`config.mk`:
```
export PLATFORM = sky130hd
export DESIGN_NAME = scariv_refill_responder
export DESIGN_NICKNAME = d
export VERILOG_FILES = /design/src/rtl/scariv_refill_responder.sv
export SDC_FILE = /design/constraint.sdc
export NUM_CORES = 1
export LEC_CHECK = 0
export CAP_MARGIN = 40
export CORE_ASPECT_RATIO = 0.6
export CORE_UTILIZATION = 48
export CTS_CLUSTER_SIZE = 28
export DETAILED_ROUTE_END_ITERATION = 8
export PLACE_DENSITY = 0.93
export SYNTH_ARGS = -nofsm -noshare
export SYNTH_HDL_FRONTEND = slang
export SYNTH_SLANG_ARGS = --single-unit
```
`constraint.sdc`:
```
create_clock -name i_clk -period 43.8 [get_ports i_clk]
set_input_delay 13.14 -clock i_clk [delete_from_list [all_inputs] [get_ports i_clk]]
set_output_delay 13.14 -clock i_clk [all_outputs]
set_load 0.02 [all_outputs]
```
`src/rtl/scariv_refill_responder.sv`:
```
// Refill responder: forwards miss requests to memory, pairs in-order memory data
// with the requesting miss-entry tag, and buffers responses back to the miss unit.
module scariv_refill_responder #(
    parameter int DATA_W  = 128,
    parameter int DEPTH   = 2,
    parameter int TAG_W   = 1,
    parameter int PADDR_W = 56
) (
    input  logic                         i_clk,
    input  logic                         i_reset,

    input  logic                         i_req_valid,
    output logic                         o_req_ready,
    input  logic [TAG_W-1:0]             i_req_tag,
    input  logic [PADDR_W-1:0]           i_req_paddr,

    output logic                         o_mem_req_valid,
    input  logic                         i_mem_req_ready,
    output logic [PADDR_W-1:0]           o_mem_req_paddr,

    input  logic                         i_mem_resp_valid,
    input  logic [DATA_W-1:0]            i_mem_resp_data,

    output logic                         o_resp_valid,
    input  logic                         i_resp_ready,
    output logic [TAG_W-1:0]             o_resp_tag,
    output logic [DATA_W-1:0]            o_resp_data,

    output logic [$clog2(DEPTH+1)-1:0]   o_outstanding,
    output logic                         o_err
);

    localparam int CNT_W = $clog2(DEPTH + 1);
    localparam int PTR_W = (DEPTH > 1) ? $clog2(DEPTH) : 1;

    logic [CNT_W-1:0]  count;
    logic [CNT_W-1:0]  tag_cnt;
    logic [CNT_W-1:0]  rb_cnt;
    logic [PTR_W-1:0]  tag_wptr;
    logic [PTR_W-1:0]  tag_rptr;
    logic [PTR_W-1:0]  rb_wptr;
    logic [PTR_W-1:0]  rb_rptr;
    logic [TAG_W-1:0]  tag_mem [DEPTH];
    logic [TAG_W-1:0]  rb_tag  [DEPTH];
    logic [DATA_W-1:0] rb_data [DEPTH];
    logic              err;

    logic not_full;
    logic req_fire;
    logic resp_fire;
    logic mem_fire;
    logic spurious;

    function automatic logic [PTR_W-1:0] ptr_inc(input logic [PTR_W-1:0] p);
        return (p == PTR_W'(DEPTH - 1)) ? '0 : p + 1'b1;
    endfunction

    // Admission is gated by the registered count, so a pop in the same cycle
    // cannot reopen the request path until the following cycle.
    always_comb begin
        not_full        = (count < CNT_W'(DEPTH));
        o_req_ready     = !i_reset && i_mem_req_ready && not_full;
        o_mem_req_valid = !i_reset && i_req_valid && not_full;
        o_mem_req_paddr = i_req_paddr;
        o_resp_valid    = !i_reset && (rb_cnt != '0);
        o_resp_tag      = rb_tag[rb_rptr];
        o_resp_data     = rb_data[rb_rptr];
        o_outstanding   = count;
        o_err           = err;

        req_fire  = i_req_valid && o_req_ready;
        resp_fire = o_resp_valid && i_resp_ready;
        mem_fire  = !i_reset && i_mem_resp_valid && (tag_cnt != '0);
        spurious  = !i_reset && i_mem_resp_valid && (tag_cnt == '0);
    end

    always_ff @(posedge i_clk) begin
        if (i_reset) begin
            count    <= '0;
            tag_cnt  <= '0;
            rb_cnt   <= '0;
            tag_wptr <= '0;
            tag_rptr <= '0;
            rb_wptr  <= '0;
            rb_rptr  <= '0;
            err      <= 1'b0;
        end else begin
            case ({req_fire, resp_fire})
                2'b10:   count <= count + CNT_W'(1);
                2'b01:   count <= count - CNT_W'(1);
                default: count <= count;
            endcase

            case ({req_fire, mem_fire})
                2'b10:   tag_cnt <= tag_cnt + CNT_W'(1);
                2'b01:   tag_cnt <= tag_cnt - CNT_W'(1);
                default: tag_cnt <= tag_cnt;
            endcase

            case ({mem_fire, resp_fire})
                2'b10:   rb_cnt <= rb_cnt + CNT_W'(1);
                2'b01:   rb_cnt <= rb_cnt - CNT_W'(1);
                default: rb_cnt <= rb_cnt;
            endcase

            if (req_fire)  tag_wptr <= ptr_inc(tag_wptr);
            if (mem_fire)  tag_rptr <= ptr_inc(tag_rptr);
            if (mem_fire)  rb_wptr  <= ptr_inc(rb_wptr);
            if (resp_fire) rb_rptr  <= ptr_inc(rb_rptr);
            if (spurious)  err      <= 1'b1;
        end
    end

    // Storage arrays carry no reset; validity is tracked by the counters above.
    always_ff @(posedge i_clk) begin
        if (req_fire) begin
            tag_mem[tag_wptr] <= i_req_tag;
        end
        if (mem_fire) begin
            rb_tag[rb_wptr]  <= tag_mem[tag_rptr];
            rb_data[rb_wptr] <= i_mem_resp_data;
        end
    end

endmodule
```
==> results.py, run 1 <==
metrics = {
    "outcome": {
        "status": "complete, no violations",
    },
    "final_layout": {
        "final_common_cell": "clkdlybuf4s50_1",
        "stdcell_area_mm2": 0.01378,
        "multi_input_area_mm2": 0.001767,
        "drive_above_1_share": 0.2209,
        "antenna_cells": 0,
        "layout_common_cells": "269 x clkdlybuf4s50_1, 260 x edfxtp_1, 130 x mux2_2",
        "num-fill-cells": 1392,
        "area_growth_pct": 33.33,
        "finalNetCount": 951,
        "register_area_mm2": 0.008071,
    },
    "timing": {
        "layout_setup_ws_ps": 15760,
        "timing.slew.headroom": 0.4271,
        "worst_slew_pin_slew_ps": 859.4,
        "timing.final.crit_share": 0.6402,
        "final_hold_viol_count": 0,
        "maxSlewViolCount": 0,
        "rsz0062_at_grt": "false",
        "finalCriticalPeriod_ps": 28040,
        "tns_ps": 0,
        "setup_viol": 0,
        "max_freq_mhz": 35.66,
        "fin_worst_skew_ps": 13.67,
    },
    "setup_path": {
        "crit_arrival_ps": 14900,
        "cp_cell_sequence": "clkdlybuf4s50_1 -> nor2_1 -> and2_1 -> clkdlybuf4s50_1",
        "cp_common_cell": "clkdlybuf4s50_1",
        "worstSetupPathType": "input pin to output port",
        "required_ps": 30660,
        "max_stage_delay_ps": 720,
        "crit_path_start_kind": "input pin",
        "cp_slowest_cell": "clkdlybuf4s50_1",
        "end_kind": "output port",
        "critPathMaxFanout": 17,
    },
    "routing": {
        "maxUsedRoutingLayer": "met4",
        "wl_met2_um": 10100,
        "met3RoutedLength_um": 2020,
        "wirelength_um": 21250,
        "met1_length_um": 8730,
        "initialDrtViolationCount": 255,
        "routed_via_density": 5.022,
        "post_drt_wl_per_cell_um": 20.18,
        "antenna_left": 0,
        "vias": 5288,
        "first_pass_iters": 4,
        "drc": 0,
    },
    "logic_synthesis": {
        "avgSynthCellArea_um2": 19.61,
        "syn-cell-area_mm2": 0.01033,
        "ys_seq_area_frac": 0.7808,
        "synthesis.nets": 721,
        "synth-seq-cells": 273,
        "synth_cells": 527,
        "yosys.cell_types.count": 18,
        "yosys_warnings": 0,
    },
    "clock_network": {
        "ctsHoldBuffers": 0,
        "worst_skew_pair.late_latency_ps": 510,
        "cts_tree": "yes",
        "cts_resized": 0,
        "cts.path.max_buffers": 3,
        "post-cts-setup-buffer-count": 0,
        "clock-sinks": 273,
        "cts-buffers-inserted": 24,
        "cts_max_level": 1,
        "clk_pin_slew_worst_paths_ps": 60,
        "root_buffer": "clkbuf_16",
    },
    "place": {
        "gp_congestion": 0.8060,
        "pre_cts_ws_ps": 15740,
        "place_area_mm2": 0.01300,
        "port_buffers": 269,
        "hpwl_um": 14010,
    },
    "floorplan": {
        "core_mm2": 0.02103,
        "initial_core_util": 0.4913,
        "fp.dieW_um": 191.4,
        "fp.dieArea_mm2": 0.02214,
        "pin_count": 382,
        "die_h_um": 115.6,
        "row_count": 41,
    },
    "flow_run": {
        "max_cap_violations": 0,
    },
    "hold_path": {
        "worstHoldPathType": "flop to flop",
    },
    "grt": {
        "grt_max_degree": 67,
        "grt_pass1_wl_um": 30780,
        "grt_pass1_vias": 5575,
        "antenna_found_initial": 0,
        "track_usage": 0.1841,
        "overflow": 0,
    },
    "power": {
        "leakagePower_nw": 4.507,
        "p_per_area_mw_per_mm2": 39.71,
        "peakVddDrop_mv": 0.02966,
    },
}
-- critical path: cells and delay by family --
family / cells / cell delay (ps)
buf+inv: 2 / 1310
simple gates: 2 / 440
-- layout make-up --
cell class	instances	area share
timing repair buffer	276	0.2036
clock inverter	15	0.01008
multi-input combinational	180	0.1282
tap	279	0.02534
inverter	2	0.0005450
sequential	273	0.5859
clock buffer	28	0.04623
-- final timing paths --
kind | from | to | slack, ps | cells past startpoint
worst max register to register | tag_cnt[0] | rb_data[1][11] | 41520 | 4
worst max-delay path | i_reset | o_mem_req_valid | 15760 | 4
worst min-delay path | o_err | o_err | 510 | 2
worst min register to register | o_err | o_err | 510 | 2
-- flip-flops by register name (all words and copies together) (netlist names), named ones only --
signal         flops
tag_rptr           1
tag_mem            2
tag_wptr           1
rb_tag             2
rb_data          256
rb_cnt             2
o_outstanding      2
rb_rptr            1
rb_wptr            1
tag_cnt            2
o_err              1
-- cells in the mapped netlist --
| cell | count | area [um2] |
|---|---|---|
| edfxtp_1 | 260 | 7807 |
| mux2_2 | 130 | 1464 |
| buf_4 | 56 | 420.4 |
| nor2_1 | 16 | 60.06 |
| buf_2 | 14 | 70.07 |
| dfxtp_1 | 13 | 260.3 |
| o21ai_0 | 6 | 30.03 |
| xor2_1 | 6 | 52.55 |
| a21oi_1 | 5 | 25.02 |
| and2_1 | 4 | 25.02 |
| or3_1 | 4 | 25.02 |
| ha_1 | 3 | 37.54 |
| xnor2_1 | 3 | 26.28 |
| clkbuf_1 | 2 | 7.510 |
| inv_1 | 2 | 7.510 |
| nand2_1 | 1 | 3.750 |
| nand3_1 | 1 | 5.000 |
| nor3_1 | 1 | 5.000 |
-- metal layers --
metal | vias up | track usage
li1 | 2424 | -
met1 | 2597 | 0.2329
met2 | 235 | 0.3019
met3 | 32 | 0.07087
met4 | 0 | 0.04339
met5 | - | 0
-- stage by stage --
| step | cells | hold WS (ps) | total power, mW | util |
|---|---|---|---|---|
| 2_1_floorplan | 527 | 468.3 | 0.3240 | - |
| 3_3_place_gp | 1007 | 467.0 | 0.3402 | 0.6142 |
| 3_5_place_dp | 1010 | 495.7 | 0.3426 | 0.6181 |
| 4_1_cts | 1053 | 509.1 | 0.5519 | 0.6550 |
| 5_1_grt | 1053 | 534.8 | 0.5645 | 0.6550 |
| 6_report | 1053 | 506.1 | 0.5470 | 0.6550 |
-- where the power goes --
| part | leakage, nW | total (mW) | internal (mW) | switching (mW) |
|---|---|---|---|---|
| combinational | 1.68 | 0.0452 | 0.0255 | 0.0197 |
| sequential | 2.45 | 0.292 | 0.290 | 0.00150 |
| clock | 0.380 | 0.210 | 0.121 | 0.0890 |
-- kinds of logic (layout without fill, tap and decap cells) --
| kind of cell | count (synthesis) | count (layout) | share of synthesized area |
|---|---|---|---|
| AOI/OAI and AO/OA | 11 | 11 | 0.005328 |
| buffers and inverters | 74 | 321 | 0.04892 |
| xor gates and xnor gates | 9 | 9 | 0.007629 |
| and+or+nand+nor | 27 | 27 | 0.01199 |
| adders and majority gates | 3 | 3 | 0.003633 |
| muxes | 130 | 130 | 0.1417 |
| DFF | 273 | 273 | 0.7808 |
No activity file was read; power rests on OpenSTA's default activity.
==> run 2, diff against run 1 <==
Settings changed: CORE_UTILIZATION 48 to 40, PLACE_DENSITY 0.93 to 0.83.
Clock period 43.8 ns to 22.5 ns, I/O delays scaled along.
==> run 2 against run 1 <==
Routed wire length is 0.97% lower. Hold slack got worse by 0.84 ps. Via count increased by 1.3%. Largest power group unchanged. Highest routed layer unchanged.
==> results.py, run 2 (synthesis results as in run 1) <==
metrics = {
    "power": {
        "p_per_area_mw_per_mm2": 76.85,
        "peakVddDrop_mv": 0.04979,
        "net-switching-power_mw": 0.2220,
        "sequentialPowerShare": 0.532,
        "p_int_mw": 0.8456,
        "p_clk_frac": 0.386,
        "power.share.switching": 0.2080,
        "comb_power_share": 0.082,
        "leakagePower_nw": 4.538,
    },
    "timing": {
        "tns_ps": 0,
        "timing.slew.headroom": 0.4441,
        "max_freq_mhz": 65.35,
        "setup_viol": 0,
        "rsz0062_at_grt": "false",
        "whs_ps": 505.2,
        "final_hold_viol_count": 0,
        "timing.final.crit_share": 0.6801,
        "finalCriticalPeriod_ps": 15300,
        "fin_worst_skew_ps": 15.18,
        "maxSlewViolCount": 0,
        "worst_slew_pin_slew_ps": 833.9,
    },
    "clock_network": {
        "cts-buffers-inserted": 26,
        "cts_max_level": 1,
        "worst_skew_pair.late_latency_ps": 520,
        "clock-sinks": 273,
        "root_buffer": "clkbuf_16",
        "cts_tree": "yes",
        "post-cts-setup-buffer-count": 0,
        "ctsHoldBuffers": 0,
        "clk_pin_slew_worst_paths_ps": 60,
        "cts.path.max_buffers": 3,
        "cts_resized": 0,
    },
    "setup_path": {
        "cp_cell_sequence": "clkdlybuf4s50_1 -> nor2_1 -> and2_1 -> clkdlybuf4s50_1",
        "end_kind": "output port",
        "crit_family": "buffers and inverters",
        "required_ps": 15750,
        "cp_common_cell": "clkdlybuf4s50_1",
        "crit_buf_inv": 2,
        "max_stage_delay_ps": 740,
        "crit_arrival_ps": 8550,
        "cp_slowest_cell": "clkdlybuf4s50_1",
        "worstSetupPathType": "input pin to output port",
        "crit_path_start_kind": "input pin",
        "critPathMaxFanout": 17,
    },
    "routing": {
        "post_drt_wl_per_cell_um": 18.99,
        "vias": 5359,
        "routed_via_density": 4.837,
        "initialDrtViolationCount": 408,
        "first_pass_iters": 4,
        "wirelength_um": 21050,
        "drc": 0,
        "antenna_left": 0,
    },
    "final_layout": {
        "layout_common_cells": "269 x clkdlybuf4s50_1, 260 x edfxtp_1, 130 x mux2_2",
        "drive_above_1_share": 0.2285,
        "area_growth_pct": 34.45,
        "regMostFlops": "rb_data",
        "antenna_cells": 0,
        "largest_reg_flops": 256,
        "finalNetCount": 954,
        "final_common_cell": "clkdlybuf4s50_1",
        "num-fill-cells": 1973,
        "stdcell_area_mm2": 0.01389,
    },
    "grt": {
        "antenna_found_initial": 0,
        "grt_max_degree": 64,
        "grt_pass1_wl_um": 31320,
        "overflow": 0,
        "track_usage": 0.1545,
        "grt_pass1_vias": 5573,
    },
    "floorplan": {
        "pin_count": 382,
        "fp.dieW_um": 209.5,
        "core_mm2": 0.02534,
        "fp.dieArea_mm2": 0.02650,
        "row_count": 45,
        "initial_core_util": 0.4078,
        "die_h_um": 126.5,
    },
    "flow_run": {
        "max_cap_violations": 0,
    },
    "place": {
        "place_area_mm2": 0.01309,
        "port_buffers": 269,
        "hpwl_um": 13780,
        "gp_congestion": 0.7150,
    },
    "outcome": {
        "status": "complete, no violations",
    },
    "hold_path": {
        "worstHoldPathType": "flop to flop",
    },
}
[run 2: final timing paths]
path | depth (start not counted) | start | slack [ps] | end
setup reg to reg | 5 | tag_cnt[0] | 20300 | rb_data[1][21]
setup / recovery | 4 | i_reset | 7200 | o_mem_req_valid
hold / removal | 2 | tag_cnt[1] | 510 | tag_cnt[1]
hold reg to reg | 2 | tag_cnt[1] | 510 | tag_cnt[1]
[run 2: stage by stage]
step	power (mW)	setup WS (ps)	utilization	std cells
after floorplan	0.6308	6000	-	527
after global placement	0.6634	7225	0.5123	1057
after detailed placement	0.6668	7202	0.5166	1061
after CTS	1.082	7200	0.5483	1108
after global routing	1.108	7084	0.5483	1108
final	1.068	7198	0.5483	1108
[run 2: cell type report]
type                            count  area (um2)  area share
Clock buffer                       30       686.9     0.04945
Tap cell                          329       411.6     0.02963
Inverter                            2       7.507   0.0005404
Clock inverter                     17       115.1    0.008286
Sequential cell                   273        8071      0.5810
Timing Repair Buffer              277        2833      0.2039
Multi-Input combinational cell    180        1767      0.1272
[run 2: routing by layer]
layer	wire [um]	part of all wire	GRT usage
met5	0	0	0
met4	402	0.019	0.04251
met3	2355	0.11	0.07081
met2	9400	0.45	0.2416
met1	8888	0.42	0.1944
[run 2: power by group through the flow]
stage,combinational (mW),sequential (mW),clock (mW)
2_1_floorplan,0.0499,0.581,0
6_report,0.0878,0.568,0.412
3_5_place_dp,0.0878,0.579,0
5_1_grt,0.0927,0.568,0.447
4_1_cts,0.0885,0.568,0.425
3_3_place_gp,0.0832,0.580,0
[run 2: worst min-delay path: stages (launching register included)]
cell     delay (ps)
dfxtp_1         330
o21ai_0          70
a21oi_1          60
